## src/rtl/sdram_map_pkg.sv

```systemverilog
// rtl/sdram_map_pkg.sv - shared encodings and helpers for the SDRAM address mapper
package sdram_map_pkg;

  localparam logic [1:0] MAP_EMPTY    = 2'b00;
  localparam logic [1:0] MAP_HIT      = 2'b01;
  localparam logic [1:0] MAP_CONFLICT = 2'b10;

  localparam logic MAP_MODE_BRC = 1'b0;
  localparam logic MAP_MODE_RBC = 1'b1;

  function automatic int col_lsb(input int data_width);
    return $clog2(data_width / 8);
  endfunction

endpackage

```

## src/rtl/sdram_open_row_table.sv

```systemverilog
// rtl/sdram_open_row_table.sv - per-bank open-row tracking and request classification
module sdram_open_row_table
  import sdram_map_pkg::*;
#(
  parameter int BANK_WIDTH = 2,
  parameter int ROW_WIDTH  = 13
) (
  input  logic                        clk_i,
  input  logic                        rst_ni,
  input  logic [(2**BANK_WIDTH)-1:0]  close_i,
  input  logic                        precharge_all_i,
  input  logic                        open_i,
  input  logic [BANK_WIDTH-1:0]       bank_i,
  input  logic [ROW_WIDTH-1:0]        row_i,
  output logic [1:0]                  class_o
);

  localparam int NUM_BANKS = 2**BANK_WIDTH;

  logic [NUM_BANKS-1:0] valid_q;
  logic [NUM_BANKS-1:0] valid_eff;
  logic [NUM_BANKS-1:0] open_mask;
  logic [ROW_WIDTH-1:0] row_q [NUM_BANKS];

  // Closes are applied before lookup so a same-cycle precharge is already visible.
  assign valid_eff = valid_q & ~close_i & {NUM_BANKS{~precharge_all_i}};
  assign open_mask = open_i ? (NUM_BANKS'(1) << bank_i) : '0;

  always_comb begin
    class_o = MAP_EMPTY;
    if (valid_eff[bank_i]) begin
      class_o = (row_q[bank_i] == row_i) ? MAP_HIT : MAP_CONFLICT;
    end
  end

  always_ff @(posedge clk_i or negedge rst_ni) begin
    if (!rst_ni) begin
      valid_q <= '0;
      for (int b = 0; b < NUM_BANKS; b++) begin
        row_q[b] <= '0;
      end
    end else begin
      valid_q <= valid_eff | open_mask;
      if (open_i) begin
        row_q[bank_i] <= row_i;
      end
    end
  end

endmodule

```

## src/rtl/sdram_addr_mapper_pipe.sv

```systemverilog
// rtl/sdram_addr_mapper_pipe.sv - registered AHB-to-SDRAM address mapper with open-row classification
module sdram_addr_mapper_pipe
  import sdram_map_pkg::*;
#(
  parameter int ADDR_WIDTH       = 32,
  parameter int DATA_WIDTH       = 32,
  parameter int SDRAM_BANK_WIDTH = 2,
  parameter int SDRAM_ROW_WIDTH  = 13,
  parameter int SDRAM_COL_WIDTH  = 9,
  parameter int CNT_WIDTH        = 16
) (
  input  logic                              hclk_i,
  input  logic                              hresetn_i,
  input  logic                              req_valid_i,
  output logic                              req_ready_o,
  input  logic [ADDR_WIDTH-1:0]             req_addr_i,
  input  logic                              req_write_i,
  input  logic                              map_mode_i,
  input  logic [(2**SDRAM_BANK_WIDTH)-1:0]  bank_close_i,
  input  logic                              precharge_all_i,
  output logic                              map_valid_o,
  input  logic                              map_ready_i,
  output logic [SDRAM_BANK_WIDTH-1:0]       map_bank_o,
  output logic [SDRAM_ROW_WIDTH-1:0]        map_row_o,
  output logic [SDRAM_COL_WIDTH-1:0]        map_col_o,
  output logic                              map_write_o,
  output logic [1:0]                        map_class_o,
  output logic                              map_err_o,
  output logic [CNT_WIDTH-1:0]              hit_cnt_o,
  output logic [CNT_WIDTH-1:0]              miss_cnt_o
);

  localparam int B       = SDRAM_BANK_WIDTH;
  localparam int R       = SDRAM_ROW_WIDTH;
  localparam int C       = SDRAM_COL_WIDTH;
  localparam int COL_LSB = col_lsb(DATA_WIDTH);
  localparam int TOP     = COL_LSB + C + R + B;
  localparam int FW      = 1 + B + R + C;

  // Packs {err, bank, row, col}; byte-offset bits below COL_LSB are ignored.
  function automatic logic [FW-1:0] slice_fields(input logic [ADDR_WIDTH-1:0] addr,
                                                 input logic mode);
    logic [C-1:0] col;
    logic [R-1:0] row;
    logic [B-1:0] bank;
    logic         err;
    col = addr[COL_LSB +: C];
    if (mode == MAP_MODE_RBC) begin
      bank = addr[COL_LSB+C +: B];
      row  = addr[COL_LSB+C+B +: R];
    end else begin
      row  = addr[COL_LSB+C +: R];
      bank = addr[COL_LSB+C+R +: B];
    end
    err = |(addr >> TOP);
    return {err, bank, row, col};
  endfunction

  logic         f_err;
  logic [B-1:0] f_bank;
  logic [R-1:0] f_row;
  logic [C-1:0] f_col;
  logic [1:0]   f_class;
  logic         accept;

  logic                 valid_q, valid_d;
  logic [B-1:0]         bank_q, bank_d;
  logic [R-1:0]         row_q, row_d;
  logic [C-1:0]         col_q, col_d;
  logic                 write_q, write_d;
  logic [1:0]           class_q, class_d;
  logic                 err_q, err_d;
  logic [CNT_WIDTH-1:0] hit_q, hit_d;
  logic [CNT_WIDTH-1:0] miss_q, miss_d;

  assign {f_err, f_bank, f_row, f_col} = slice_fields(req_addr_i, map_mode_i);
  assign req_ready_o = !valid_q || map_ready_i;
  assign accept      = req_valid_i && req_ready_o;

  sdram_open_row_table #(
    .BANK_WIDTH (B),
    .ROW_WIDTH  (R)
  ) u_table (
    .clk_i           (hclk_i),
    .rst_ni          (hresetn_i),
    .close_i         (bank_close_i),
    .precharge_all_i (precharge_all_i),
    .open_i          (accept),
    .bank_i          (f_bank),
    .row_i           (f_row),
    .class_o         (f_class)
  );

  always_comb begin
    valid_d = valid_q;
    bank_d  = bank_q;
    row_d   = row_q;
    col_d   = col_q;
    write_d = write_q;
    class_d = class_q;
    err_d   = err_q;
    hit_d   = hit_q;
    miss_d  = miss_q;
    if (accept) begin
      valid_d = 1'b1;
      bank_d  = f_bank;
      row_d   = f_row;
      col_d   = f_col;
      write_d = req_write_i;
      class_d = f_class;
      err_d   = f_err;
      if (f_class == MAP_HIT) begin
        if (hit_q != '1) hit_d = hit_q + 1'b1;
      end else if (miss_q != '1) begin
        miss_d = miss_q + 1'b1;
      end
    end else if (map_ready_i) begin
      valid_d = 1'b0;
    end
  end

  always_ff @(posedge hclk_i or negedge hresetn_i) begin
    if (!hresetn_i) begin
      valid_q <= 1'b0;
      bank_q  <= '0;
      row_q   <= '0;
      col_q   <= '0;
      write_q <= 1'b0;
      class_q <= MAP_EMPTY;
      err_q   <= 1'b0;
      hit_q   <= '0;
      miss_q  <= '0;
    end else begin
      valid_q <= valid_d;
      bank_q  <= bank_d;
      row_q   <= row_d;
      col_q   <= col_d;
      write_q <= write_d;
      class_q <= class_d;
      err_q   <= err_d;
      hit_q   <= hit_d;
      miss_q  <= miss_d;
    end
  end

  assign map_valid_o = valid_q;
  assign map_bank_o  = bank_q;
  assign map_row_o   = row_q;
  assign map_col_o   = col_q;
  assign map_write_o = write_q;
  assign map_class_o = class_q;
  assign map_err_o   = err_q;
  assign hit_cnt_o   = hit_q;
  assign miss_cnt_o  = miss_q;

endmodule

```

## config.mk

```make
export PLATFORM = sky130hd
export DESIGN_NAME = sdram_addr_mapper_pipe
export DESIGN_NICKNAME = d
export VERILOG_FILES = /design/src/rtl/sdram_map_pkg.sv /design/src/rtl/sdram_open_row_table.sv /design/src/rtl/sdram_addr_mapper_pipe.sv
export SDC_FILE = /design/constraint.sdc
export NUM_CORES = 1
export LEC_CHECK = 0
export BUFFER_PORTS_ARGS = -buffer_cell sky130_fd_sc_hd__buf_2
export CORE_UTILIZATION = 38
export CTS_BUF_LIST = sky130_fd_sc_hd__clkbuf_4
export DETAILED_ROUTE_END_ITERATION = 8
export PLACE_DENSITY = 0.62
export RECOVER_POWER = 50
export SLEW_MARGIN = 10
export SYNTH_ARGS = -nofsm -noshare
export SYNTH_HDL_FRONTEND = slang
export SYNTH_SLANG_ARGS = --single-unit
```

## constraint.sdc

```tcl
create_clock -name hclk_i -period 2.2 [get_ports hclk_i]
set_input_delay 0.44 -clock hclk_i [delete_from_list [all_inputs] [get_ports hclk_i]]
set_output_delay 0.44 -clock hclk_i [all_outputs]
set_load 0.1 [all_outputs]
```

=== Word level (Yosys, flattened, before mapping) ===
Index checks and enable logic that the tools add are counted.

* Register bits: 117
* Input port bits: 43
* Output and inout bits: 62
* Logic and storage cells: 54

* $add $sub $neg: 2
* Order comparisons: 3
* Equal/unequal tests: 4
* Shift operators: 1
* Multiplexer cells: 15
* Bitwise operators: 7
* Reductions and logical operators: 8

{| class="wikitable"
|+ Operators with widths
! operator !! count
|-
| bitwise mux 52 bit || 1
|-
| 2-to-1 mux 13 bit || 4
|-
| adder 16 x 1 -> 16 bit (second input constant) || 2
|-
| inequality test 16 bit (second input constant) || 2
|-
| binary-select mux 13 bit (select 2 bit) || 1
|-
| demux 13 bit (select 2 bit) || 1
|-
| equality test 13 bit || 1
|-
| bitwise AND 4 bit || 2
|-
| 2-to-1 mux 2 bit || 3
|-
| AND reduction 3 bit || 2
|-
| OR reduction 6 bit || 1
|-
| 2-to-1 mux 4 bit || 1
|-
| NOT 4 bit || 1
|-
| OR 4 bit || 1
|-
| left shift 1 x 2 -> 4 bit (first input constant) || 1
|-
| greater-or-equal comparator 3 bit (second input constant) || 1
|-
| < comparator 2 x 3 -> 1 bit (second input constant) || 1
|-
| < comparator 3 x 1 -> 1 bit (second input constant) || 1
|-
| 2-to-1 mux 1 bit || 3
|-
| NOT 2 -> 3 bit || 1
|-
| binary-select mux 1 bit (select 2 bit) || 1
|-
| equality test 2 x 1 -> 1 bit (second input constant) || 1
|-
| logical AND 1 bit || 2
|-
| NOT 1 bit || 2
|-
| 3 further kinds || 3
|}

=== Longest topological paths before layout ===
Gate-level depths: netlist (run 1).

* Depth after elaboration: 11
* Gate-level depth with buffers: 13
* Mapped depth without buffers: 9

=== Modules after synthesis ===
From an unflattened synthesis (run 1), not the netlist that was laid out.

* Cell total of the unflattened synthesis: 397
* Area, all modules: 5471.5 sq um

{| class="wikitable"
|+ By module, submodules not included
! module !! instances !! cells each !! area an instance (sq um) !! sequential area each (sq um)
|-
| sdram_addr_mapper_pipe || 1 || 230 || 2865.2 || 1526.5
|-
| sdram_open_row_table || 1 || 167 || 2606.2 || 1401.3
|}

=== Worst setup path after synthesis (run 1) ===
Ideal clock, no wire load.

* Path type: flip-flop to flip-flop
* Start point: register hit_q[0] (netlist: hit_cnt_o[0])
* End point: register hit_q[9] (netlist: hit_cnt_o[9])
* Library setup time: 0.163 ns
* Data arrival time: 2.986 ns
* Data required time: 2.037 ns
* Slack: -0.949 ns
* Stages on the path, launching flop included: 9
* Buffers on the path: 1
* Clock period less this slack: 3.149 ns
* Cell sequence: dfrtp_1 ha_1 nand3_1 or2_2 or2_2 o311ai_1 buf_2 nor2_1 xor2_1

* Word-level cells in the longest chain between the ends: 2
* Elaborated cells between the ends (all ways): 3
* Those cells by class: add/sub: 1; eq/ne: 1; reduce/logical: 1

{| class="wikitable"
|+ Ends and longest elaborated chain
! element !! line !! text
|-
| start, declared || sdram_addr_mapper_pipe.sv:73 || <nowiki>logic [CNT_WIDTH-1:0] hit_q, hit_d;</nowiki>
|-
| start signal, assigned || sdram_addr_mapper_pipe.sv:141 || <nowiki>hit_q <= hit_d;</nowiki>
|-
| parallel branches: the longest is 2 deep, another holds adder 16 x 1 -> 16 bit || - ||
|}

Several ways; the timed one is not identified.
A chain may end at the register's enable or synchronous reset.

=== Worst setup path in the final report (run 1) ===
* Start point: register u_table.row_q[29] (netlist bit)
* End point: register hit_q[12] (netlist: hit_cnt_o[12])

* Word-level cells in the longest chain between the ends: 8

{| class="wikitable"
|+ Ends and longest elaborated chain
! element !! line !! text
|-
| start, declared || sdram_open_row_table.sv:23 || <nowiki>logic [ROW_WIDTH-1:0] row_q [NUM_BANKS];</nowiki>
|-
| start signal, assigned by index || sdram_open_row_table.sv:45 || <nowiki>row_q[bank_i] <= row_i;</nowiki>
|-
| binary-select mux 13 bit (select 2 bit) || sdram_open_row_table.sv:32 || <nowiki>class_o = (row_q[bank_i] == row_i) ? MAP_HIT : MAP_CONFLICT;</nowiki>
|-
| 2-to-1 mux 13 bit (not written as such) (2 in a row) || sdram_open_row_table.sv:32 ||
|-
| equality test 13 bit || sdram_open_row_table.sv:32 ||
|-
| 2-to-1 mux 2 bit || sdram_open_row_table.sv:32 ||
|-
| 2-to-1 mux 2 bit || sdram_open_row_table.sv:31 || <nowiki>if (valid_eff[bank_i]) begin</nowiki>
|-
| equality test 2 x 1 -> 1 bit || sdram_addr_mapper_pipe.sv:112 || <nowiki>if (f_class == MAP_HIT) begin</nowiki>
|-
| AND reduction 3 bit (no source line) || - ||
|}

Every way passes these cells. The select of a mux whose other input is x is not followed.

==> results of run 1 <==
[metal layers]
layer	track usage, %	vias to the layer above	wire length [um]
li1	-	2642	-
met1	29.4	2713	7880
met2	36.0	158	8510
met3	4.09	44	734
met4	12.3	0	621
met5	0	-	0
[sequential cells by signal, summed over array words and instances (netlist names)]
name / cells
map_row_o: 13
map_col_o: 9
miss_cnt_o: 16
hit_cnt_o: 16
map_valid_o: 1
map_class_o: 2
map_err_o: 1
map_bank_o: 2
u_table.row_q: 52
u_table.valid_q: 4
map_write_o: 1
[synthesized netlist by cell type, drive strengths merged (3+ instances only)]
cell type / number
or2: 3
and3: 7
nand3: 30
buf: 17
clkbuf: 14
nor4: 5
a211oi: 3
a211o: 3
a22oi: 7
o221ai: 3
nor2: 31
inv: 10
mux2: 14
o21ai: 76
o2111ai: 3
nand4: 8
a31oi: 4
a22o: 3
dfrtp: 117
o22ai: 5
nand2b: 8
mux2i: 25
xor2: 14
nor2b: 17
nor3: 11
o22a: 4
xnor2: 18
a21oi: 13
nand2: 142
[power breakdown]
part           internal, W  switching, W  total (W)
logic             0.000767       0.00170    0.00247
clock network     0.000790      0.000855    0.00164
registers          0.00252      0.000320    0.00284
total              0.00407       0.00287    0.00695
[logic make-up (layout without fill, tap and decap cells)]
logic type / count (synthesis) / count (layout)
adder cells (fa/ha/maj): 2 / 2
buffers and inverters: 41 / 249
AND/OR/NAND/NOR: 270 / 270
other: 0 / 1
AO/OA/AOI/OAI: 140 / 140
XOR/XNOR: 32 / 32
flip-flops: 117 / 117
multiplexers: 40 / 40
[final timing paths]
path / depth (start not counted) / end / from / slack [ns]
setup / recovery: 11 / hit_cnt_o[12] / u_table.row_q[29] / -0.50
setup reg to reg: 11 / hit_cnt_o[12] / u_table.row_q[29] / -0.50
max in group asynchronous: 3 / miss_cnt_o[4] / hresetn_i / 0.36
hold / removal: 3 / map_col_o[4] / req_addr_i[6] / 0.1
min in group asynchronous: 2 / u_table.row_q[4] / hresetn_i / 0.58
hold reg to reg: 1 / hit_cnt_o[8] / hit_cnt_o[8] / 0.48
[layout make-up]
class | count | area [um^2] | share of cell area (%)
antenna | 1 | 2.50 | 0.0299
clock buffer | 18 | 135 | 1.61
clock inverter | 14 | 160 | 1.91
inverter | 10 | 37.5 | 0.448
multi-input combinational | 484 | 3390 | 40.5
sequential | 117 | 2960 | 35.3
tap | 211 | 264 | 3.15
timing repair buffer | 207 | 1430 | 17.0
[critical path: stages (launching register included)]
cell	delay (ns)
dfrtp_1	0.43
a211oi_2	0.24
buf_4	0.15
a2111oi_2	0.04
a32oi_2	0.19
nand3_2	0.12
a211o_4	0.31
nor4_4	0.21
buf_4	0.17
nand4_1	0.15
nor3_2	0.25
mux2_1	0.33
[what timing repair did]
| item | CTS | global route |
|---|---|---|
| gates resized for setup | 58 | 42 |
| hold buffers | 1 | 0 |
| endpoints found under the hold margin | 35 | 0 |
| endpoints found under the setup margin | 34 | 34 |
| pin swaps | 21 | 15 |
| setup buffers | 8 | 3 |
[stage by stage]
| step | setup TNS (ns) | std cells | total power (W) | hold WS (ns) | util, % |
|---|---|---|---|---|---|
| after global placement | -33.52 | 1019 | 0.00511 | 0.453 | 49.0 |
| after CTS | -12.81 | 1058 | 0.00687 | 0.0507 | 52.9 |
| after floorplan | -13.33 | 642 | 0.00445 | 0.144 | - |
| after global routing | -13.54 | 1062 | 0.00730 | 0.0564 | 54.5 |
| after detailed placement | -34.83 | 1019 | 0.00517 | 0.452 | 49.0 |
| final | -11.01 | 1062 | 0.00695 | 0.0958 | 54.5 |
==> summary.txt, run 1 <==
Die
  – Die Width: roughly 130 um
  – Die height: 128 um
  – Die Area: between 15,000 and 20,000 um^2
  – Site Rows: 45
  – Initial core utilization: 39.4%
  – Core Region: between 15,000 and 20,000 um^2
  – I/O pin cnt: 105

Global routing
  – First-pass GRT wire length: 28.6 mm
  – Largest net degree at the start of global routing: 43
  – Grt ovf: 0
  – GR Util All Layers: 22.7%
  – Vias in the first global route: 5,490
  – Initial antenna violation count: 1

Route
  – First-pass iteration count of the detailed router: 5
  – Final ANT Viol Nets: 0
  – DR WL/cell: ~17 um
  – DRC viols: 0
  – DR iter-0 viols: around 380
  – Avg Vias per Cell: about 5.2
  – Total number of vias: between 5,000 and 6,000
  – Total Routed Length: 17.7 mm

STA
  – Max_slew headroom: 36.0%
  – Final Cycle Share: 123%
  – Fin. max-slew vios: 0
  – Tightest Pin Transition: roughly 0.96 ns
  – Crit path time final: 2.70 ns
  – Final Hold Vio Count: 0
  – Skew final: ~0.019 ns
  – RSZ-0062 raised after global routing: yes
  – Peak Freq: 371 MHz
  – Worst setup margin: -0.499 ns
  – # setup viols final: 34

Critical path
  – Critical Path Fanout Max: 2
  – Critical Path AT: 3.13 ns
  – Crit path kind: reg -> reg
  – Critical path required time: 2.63 ns
  – Crit path launch type: flop
  – Worst Setup End Kind: flop

Placed design
  – Post-DP HPWL: 13.2 mm
  – Routability cong.: 0.980
  – Port buffer count: 102
  – Pre-CTS WS: -1.24 ns
  – Placed Area: 7530 um^2

Power and ir drop
  – Leakage: 3.98 nW
  – VDD IR max: 0.000632 V
  – Power Density: 830 nW/um^2

Clock network
  – Clock-pin slew on the worst setup and hold paths: around 0.11 ns
  – CTS root buf: clkbuf_4
  – Worst-Skew Late Latency: 0.54 ns
  – CTS buffer count: 17
  – Clk buf depth: 2
  – CTS Sinks: 117
  – Htree depth: 4
  – CTS tree: yes

Synthesis
  – Yosys warns: 0
  – Yosys cell types: 62
  – Yosys reg bits: 117
  – Sequential fraction of the synthesis area: 48.4%
  – Adder-Cell Fraction of Synth Area: 0.414%
  – Top cells by area, synth: dfrtp_1, nand2_1, o21ai_0
  – Simple-Gate Fraction of Synth Area: between 20% and 30%
  – Avg Inst Size Synth: 9.42 um^2
  – Asr flop ratio synth: 100%
  – Synth Cell Area: ~6100 um^2
  – Synth Area in XOR/XNOR: 4.63%
  – Yosys top cell area share: 48.4%
  – Number of flops mapped to enable cells by yosys: 0
  – Synth Area in Compound Gates: 14.4%
  – Area leader, netlist: dfrtp_1
  – Mux contribution to synthesized area: 7.44%
  – Syn Inst Count: 642
  – Post-synthesis net count: ~690
  – Top FF cell, synth: dfrtp_1
  – Main combinational cell family by area after synthesis: simple AND/OR/NAND/NOR gates

Cells and area
  – Fill count: around 1,400
  – Area grow syn2layout: 38.4%
  – Layout cell share with drive strength beyond 1: 40.5%
  – Nets: 882
  – Most frequent cells in the layout: nand2_1, buf_2, dfrtp_1
  – Commonest non-fill, non-tap cell in the layout: nand2_1
  – Final Cell Area: 8380 um^2

Worst hold path
  – Hold WC Path Type: in -> reg

Run
  – Max-Cap Viols: 0

Outcome
  – Status: finished with violations
  – Failing checks: negative setup slack
(Power assumes the default switching activity.)
==> inputs of run 2 (changes only) <==
--- a/config.mk
+++ b/config.mk
@@ -6,10 +6,12 @@
 export NUM_CORES = 1
 export LEC_CHECK = 0
 export BUFFER_PORTS_ARGS = -buffer_cell sky130_fd_sc_hd__buf_2
+export CORE_ASPECT_RATIO = 1.2
+export CORE_MARGIN = 2
 export CORE_UTILIZATION = 38
 export CTS_BUF_LIST = sky130_fd_sc_hd__clkbuf_4
 export DETAILED_ROUTE_END_ITERATION = 8
-export PLACE_DENSITY = 0.62
+export PLACE_DENSITY = 0.6
 export RECOVER_POWER = 50
 export SLEW_MARGIN = 10
 export SYNTH_ARGS = -nofsm -noshare
==> constraint.sdc (replaced) <==
create_clock -name hclk_i -period 3.25 [get_ports hclk_i]
set_input_delay 0.65 -clock hclk_i [delete_from_list [all_inputs] [get_ports hclk_i]]
set_output_delay 0.65 -clock hclk_i [all_outputs]
set_load 0.1 [all_outputs]
==> summary.txt, run 2 (synthesis results as in run 1) <==
Die
  – Die Width: 119 um (was 128 um)
  – Core Region: 15,600 um^2 (was 15,400 um^2)
  – Die Area: 17,000 um^2 (was 16,400 um^2)
  – Initial core utilization: 38.8% (was 39.4%)
  – Site Rows: 50 (was 45)
  – Die height: 142 um (was 128 um)
  – I/O pin cnt: 105 (unchanged)

Clock network
  – CTS buffer count: 17 (unchanged)
  – Htree depth: 4 (unchanged)
  – CTS root buf: clkbuf_4 (unchanged)
  – CTS tree: yes (unchanged)
  – Post_cts resized: 0 (was 58)
  – Worst-Skew Late Latency: 0.52 ns (was 0.54 ns)
  – Clock-pin slew on the worst setup and hold paths: 0.10 ns (was 0.11 ns)
  – CTS Sinks: 117 (unchanged)
  – Clk buf depth: 2 (unchanged)

Power and ir drop
  – Sequential Power Share: 43.1% (was 40.8%)
  – VDD IR max: 0.000290 V (was 0.000632 V)
  – Power Density: 576 nW/um^2 (was 830 nW/um^2)
  – Leakage: 3.68 nW (was 3.98 nW)
  – Psw: 0.00180 W (was 0.00287 W)
  – Power share of the combinational group: 34.5% (was 35.5%)
  – Internal power: 0.00257 W (was 0.00407 W)
  – Switching part of the total: 41.2% (was 41.4%)
  – Clk pwr share: 22.4% (was 23.7%)

Route
  – Final ANT Viol Nets: 0 (unchanged)
  – WL met3: 729 um (was 734 um)
  – DRC viols: 0 (unchanged)
  – Met2 routed WL: 7.66 mm (was 8.51 mm)
  – Total Routed Length: 16.1 mm (was 17.7 mm)
  – Avg Vias per Cell: 5.13 (was 5.23)
  – Routed metal-1 wire length: 7.25 mm (was 7.88 mm)
  – DR WL/cell: 15.5 um (was 16.7 um)
  – DR iter-0 viols: 379 (unchanged)
  – First-pass iteration count of the detailed router: 4 (was 5)
  – Top Layer Used: met4 (unchanged)
  – Total number of vias: 5,318 (was 5,557)

Worst hold path
  – Hold WC Path Type: in -> reg (unchanged)

Critical path
  – Critical Path Fanout Max: 10 (was 2)
  – CP most frequent cell: buf_4 (unchanged)
  – R2R Setup Slk: 0.45 ns (was -0.50 ns)
  – Slowest cell on the critical path: mux2i_1 (was dfrtp_1)
  – Critical path required time: 3.66 ns (was 2.63 ns)
  – Crit path launch type: input port (was flop)
  – Worst Setup End Kind: flop (unchanged)
  – Crit path kind: in -> reg (was reg -> reg)
  – CP Buf/Inv Count: 3 (was 2)
  – Critical Path AT: 3.48 ns (was 3.13 ns)
  – CP peak stage delay: 0.52 ns (was 0.43 ns)
  – Crit path max-delay family: multiplexers (was compound AO/OA/AOI/OAI gates)
  – Crit path cell chain: buf_2, buf_4, mux2i_1, o2111ai_1, a211o_1, nor4_4, buf_4, nand4_1, nor3_1, mux2_1 (was a211oi_2, buf_4, a2111oi_2, a32oi_2, nand3_2, a211o_4, nor4_4, buf_4, nand4_1, nor3_2, mux2_1)

Placed design
  – Port buffer count: 102 (unchanged)
  – Routability cong.: 0.887 (was 0.980)
  – Pre-CTS WS: -0.352 ns (was -1.24 ns)
  – Post-DP HPWL: 12.0 mm (was 13.2 mm)

STA
  – Worst setup margin: 0.183 ns (was -0.499 ns)
  – RSZ-0062 raised after global routing: no (was yes)
  – Peak Freq: approximately 330 MHz
  – WHS: 0.312 ns (was 0.0958 ns)
  – Skew final: 0.0124 ns (was 0.0189 ns)
  – Crit path time final: 3.07 ns
  – # setup viols final: 0 (was 34)
  – Final Hold Vio Count: 0 (unchanged)
  – Fin. max-slew vios: 33 (was 0)
  – Setup TNS Final: 0 ns (was -11.01 ns)
  – Tightest Pin Transition: 1.74 ns (was 0.960 ns)
  – Max_slew headroom: -15.8% (was 36.0%)
  – Final Cycle Share: roughly 94%

Global routing
  – Largest net degree at the start of global routing: 87 (was 43)
  – Vias in the first global route: 5,200 (was 5,490)
  – Initial antenna violation count: 1 (unchanged)
  – GR Util All Layers: 20.1% (was 22.7%)
  – Grt ovf: 0 (unchanged)
  – First-pass GRT wire length: 26.6 mm (was 28.6 mm)

Cells and area
  – Largest Register: u_table.row_q (unchanged)
  – Nets: 860 (was 882)
  – Most frequent cells in the layout: nand2_1, dfrtp_1, buf_2 (was nand2_1, buf_2, dfrtp_1)
  – Flip-flop count of the largest register after layout: 52 (unchanged)
  – Commonest non-fill, non-tap cell in the layout: nand2_1 (unchanged)
  – Area grow syn2layout: 25.4% (was 38.4%)
  – Layout cell share with drive strength beyond 1: 29.4% (was 40.5%)
  – Fin util: 48.7% (was 54.5%)

Run
  – Max-Cap Viols: 1 (was 0)

Outcome
  – Failing checks: max-capacitance violations, max-slew violations (was negative setup slack)
  – Status: finished with violations (unchanged)
run 2: repair_timing:
item                      4_1_cts  5_1_grt
hold endpoints to repair        0       10
hold buffers                    0        1
setup buffers                   0        0
run 2: power groups by stage:
stage                     clock, W  sequential (W)  combinational (W)
after floorplan                  0         0.00245           0.000545
after global placement           0         0.00190            0.00149
after detailed placement         0         0.00191            0.00152
after CTS                  0.00102         0.00188            0.00152
after global routing       0.00110         0.00192            0.00162
final                     0.000978         0.00189            0.00151
run 2: metal layers:
metal	up-vias	global-route usage [%]
met2	149	32.2
met1	2546	25.9
met4	0	8.15
met3	30	5.25
li1	2593	-
met5	-	0
run 2: area by class of cell:
type                       count  area (um^2)
antenna                        1         2.50
clock buffer                  18          135
clock inverter                13          116
fill                        1531         7990
inverter                      10         37.5
multi-input combinational    484         2920
sequential                   117         2930
tap                          208          260
timing repair buffer         185         1190
run 2: final timing paths:
path | from | to | cells past startpoint
setup / recovery | map_mode_i | hit_cnt_o[12] | 10
hold / removal | req_addr_i[2] | map_col_o[0] | 3
setup reg to reg | u_table.row_q[28] | hit_cnt_o[12] | 10
hold reg to reg | map_row_o[8] | map_row_o[8] | 2
max in group asynchronous | hresetn_i | u_table.row_q[20] | 3
min in group asynchronous | hresetn_i | u_table.row_q[9] | 2
run 2: stage by stage:
stage | instance area [um^2] | std cells | total power, W
after detailed placement | 7350 | 1003 | 0.00343
after floorplan | 6050 | 642 | 0.00300
final | 7590 | 1036 | 0.00437
after global routing | 7590 | 1036 | 0.00464
after CTS | 7600 | 1034 | 0.00443
after global placement | 7350 | 1003 | 0.00340
run 2: worst register-to-register path, cell delays in order (launching register included):
cell and delay, ns:
dfrtp_1 0.38, nand2_1 0.06, a22oi_1 0.34, buf_4 0.17, o2111ai_1 0.22, a211o_1 0.38, nor4_4 0.30, buf_4 0.16
nand4_1 0.12, nor3_1 0.22, mux2_1 0.34
==> inputs of run 3 (changes only) <==
--- a/config.mk
+++ b/config.mk
@@ -13,6 +13,7 @@
 export DETAILED_ROUTE_END_ITERATION = 8
 export PLACE_DENSITY = 0.6
 export RECOVER_POWER = 50
+export SETUP_SLACK_MARGIN = 0.4
 export SLEW_MARGIN = 10
 export SYNTH_ARGS = -nofsm -noshare
 export SYNTH_HDL_FRONTEND = slang
==> summary.txt, run 3 (synthesis results as in run 1) <==
Outcome
  – Failing checks: max-capacitance violations, max-slew violations (unchanged)
  – Status: finished with violations (unchanged)

STA
  – Final Cycle Share: 89.7% (was 94.4%)
  – Max_slew headroom: -0.297% (was -15.8%)
  – Final Hold Vio Count: 0 (unchanged)
  – # setup viols final: 0 (unchanged)
  – RSZ-0062 raised after global routing: yes (was no)
  – Peak Freq: 343 MHz (was 326 MHz)
  – Skew final: 0.0140 ns (was 0.0124 ns)
  – WHS: 0.320 ns (was 0.312 ns)
  – Crit path time final: 2.92 ns (was 3.07 ns)
  – Tightest Pin Transition: 1.50 ns (was 1.74 ns)
  – Fin. max-slew vios: 58 (was 33)

Worst hold path
  – HP Start: req_addr_i[6] (was req_addr_i[2])
  – Hold WC Path Type: in -> reg (unchanged)
  – Hold Path Sink: map_col_o[4] (was map_col_o[0])
  – Hold depth: 3 (unchanged)

Cells and area
  – Flip-flop count of the largest register after layout: 52 (unchanged)
  – Nets: 858 (was 860)
  – Fill count: 1,545 (was 1,531)
  – Area occupied by multi-input gates: 2990 um^2 (was 2920 um^2)
  – Commonest non-fill, non-tap cell in the layout: nand2_1 (unchanged)
  – Most frequent cells in the layout: nand2_1, dfrtp_1, buf_2 (unchanged)
  – Largest Register: u_table.row_q (unchanged)
  – Seq. cell area: 2930 um^2 (about the same)
  – Layout cell share with drive strength beyond 1: 30.6% (was 29.4%)
  – Area grow syn2layout: 25.1% (was 25.4%)

Critical path
  – CP most frequent cell: buf_4 (unchanged)
  – Reg-to-reg startpoint: u_table.row_q[22] (was u_table.row_q[28])
  – Worst Setup End Kind: flop (unchanged)
  – FF-to-FF End: hit_cnt_o[12] (unchanged)
  – Worst R2R Path Depth: 10 (unchanged)
  – Crit path launch type: input port (unchanged)
  – Crit path cell chain: buf_2, buf_4, mux2i_1, buf_4, mux2i_1, xnor2_1, a21oi_1, a211o_1, nor4_4, buf_4, o311ai_2, buf_4, nor4_2, xor2_1 (was buf_2, buf_4, mux2i_1, o2111ai_1, a211o_1, nor4_4, buf_4, nand4_1, nor3_1, mux2_1)
  – Crit path kind: in -> reg (unchanged)
  – Critical path required time: 3.70 ns (was 3.66 ns)
  – CP peak stage delay: 0.34 ns (was 0.52 ns)
  – R2R Setup Slk: 0.55 ns (was 0.45 ns)
  – Slowest cell on the critical path: mux2i_1 (unchanged)
  – Critical Path Fanout Max: 14 (was 10)
  – Critical Path AT: 3.36 ns (was 3.48 ns)

Route
  – DRC viols: 0 (unchanged)
  – Final ANT Viol Nets: 0 (unchanged)
  – Total number of vias: 5,363 (was 5,318)
  – Avg Vias per Cell: 5.19 (was 5.13)
  – DR WL/cell: 15.9 um (was 15.5 um)
  – First-pass iteration count of the detailed router: 6 (was 4)
  – DR iter-0 viols: 361 (was 379)
  – Total Routed Length: 16.4 mm (was 16.1 mm)

Clock network
  – CTS buffer count: 17 (unchanged)
  – CTS Sinks: 117 (unchanged)
  – CTS tree: yes (unchanged)
  – Clk buf depth: 2 (unchanged)
  – Htree depth: 4 (unchanged)
  – Worst-Skew Late Latency: 0.52 ns (about the same)
  – CTS root buf: clkbuf_4 (unchanged)
  – Clock-pin slew on the worst setup and hold paths: 0.09 ns (was 0.10 ns)

Die
  – Die Area: 17,000 um^2 (unchanged)
  – I/O pin cnt: 105 (unchanged)
  – Die Width: 119 um (unchanged)
  – Site Rows: 50 (unchanged)
  – Die height: 142 um (unchanged)
  – Initial core utilization: 38.8% (unchanged)
  – Core Region: 15,600 um^2 (unchanged)

Global routing
  – First-pass GRT wire length: 27.4 mm (was 26.6 mm)
  – GR Util All Layers: 20.4% (was 20.1%)
  – Vias in the first global route: 5,568 (was 5,200)
  – Grt ovf: 0 (unchanged)
  – Initial antenna violation count: 1 (unchanged)
  – Largest net degree at the start of global routing: 59 (was 87)

Run
  – Max-Cap Viols: 1 (unchanged)

Placed design
  – Post-DP HPWL: 12.2 mm (was 12.0 mm)
  – Routability cong.: 0.877 (was 0.887)
  – Port buffer count: 102 (unchanged)

Power and ir drop
  – Power Density: 560 nW/um^2 (was 576 nW/um^2)
  – Leakage: 3.65 nW (was 3.68 nW)
  – Total power: 0.00424 W (was 0.00437 W)
  – VDD IR max: 0.000272 V (was 0.000290 V)
## run 3: how the worst max path moves through the flow
| stage | from | to | slack, ns | cells past startpoint |
|---|---|---|---|---|
| 6_report | req_addr_i[25] | hit_cnt_o[14] | 0.33 | 14 |
| 5_1_grt | req_addr_i[25] | hit_cnt_o[11] | 0.20 | 14 |
| 4_1_cts | map_mode_i | hit_cnt_o[12] | 0.40 | 12 |
| 3_5_place_dp | map_mode_i | hit_cnt_o[11] | -0.25 | 14 |
| 3_3_place_gp | map_mode_i | hit_cnt_o[11] | -0.20 | 13 |
| 2_1_floorplan | map_mode_i | hit_cnt_o[12] | 0.35 | 10 |
## run 3: where the power goes
part,switching (W),leakage [nW],internal [W]
logic,0.00110,2.05,0.000439
clock network,0.000502,0.114,0.000309
registers,0.000191,1.49,0.00170
total,0.00179,3.65,0.00245
## run 3: final cells by class
class                           count  area share [%]
Timing Repair Buffer              183            15.2
Sequential cell                   117            38.7
Multi-Input combinational cell    484            39.5
Clock inverter                      9           0.529
Inverter                           10           0.496
Antenna cell                        1          0.0331
Tap cell                          208            3.44
Clock buffer                       21            2.08
## run 3: worst max-delay path, delay by kind of cell
family | cells | cell delay, ns
AO/OA/AOI/OAI | 3 | 0.51
XOR/XNOR | 2 | 0.30
buffers and inverters | 5 | 0.89
multiplexers | 2 | 0.56
AND/OR/NAND/NOR | 2 | 0.45
## run 3: through the flow
stage	TNS (ns)	std cells	utilization (%)	cell area, um^2	setup WS (ns)
3_5_place_dp	-3.29	998	47.1	7330	-0.250
6_report	0	1033	48.6	7570	0.334
3_3_place_gp	-2.10	998	47.1	7330	-0.198
4_1_cts	0	1030	48.5	7560	0.403
2_1_floorplan	0	642	-	6110	0.346
5_1_grt	0	1033	48.6	7570	0.199
## run 3: layer usage
| metal | GRT usage (%) | vias to the layer above | part of all wire, % |
|---|---|---|---|
| met4 | 7.39 | 0 | 1.7 |
| met2 | 35.4 | 168 | 50 |
| met5 | 0 | - | 0 |
| li1 | - | 2584 | - |
| met1 | 24.9 | 2588 | 43 |
| met3 | 4.85 | 23 | 5.7 |
## run 3: timing repair
action	4_1_cts	5_1_grt
buffers inserted	2	2
pin swaps	0	6
hold buffers	0	0
endpoints found under the setup margin	8	29
resized for setup	3	10
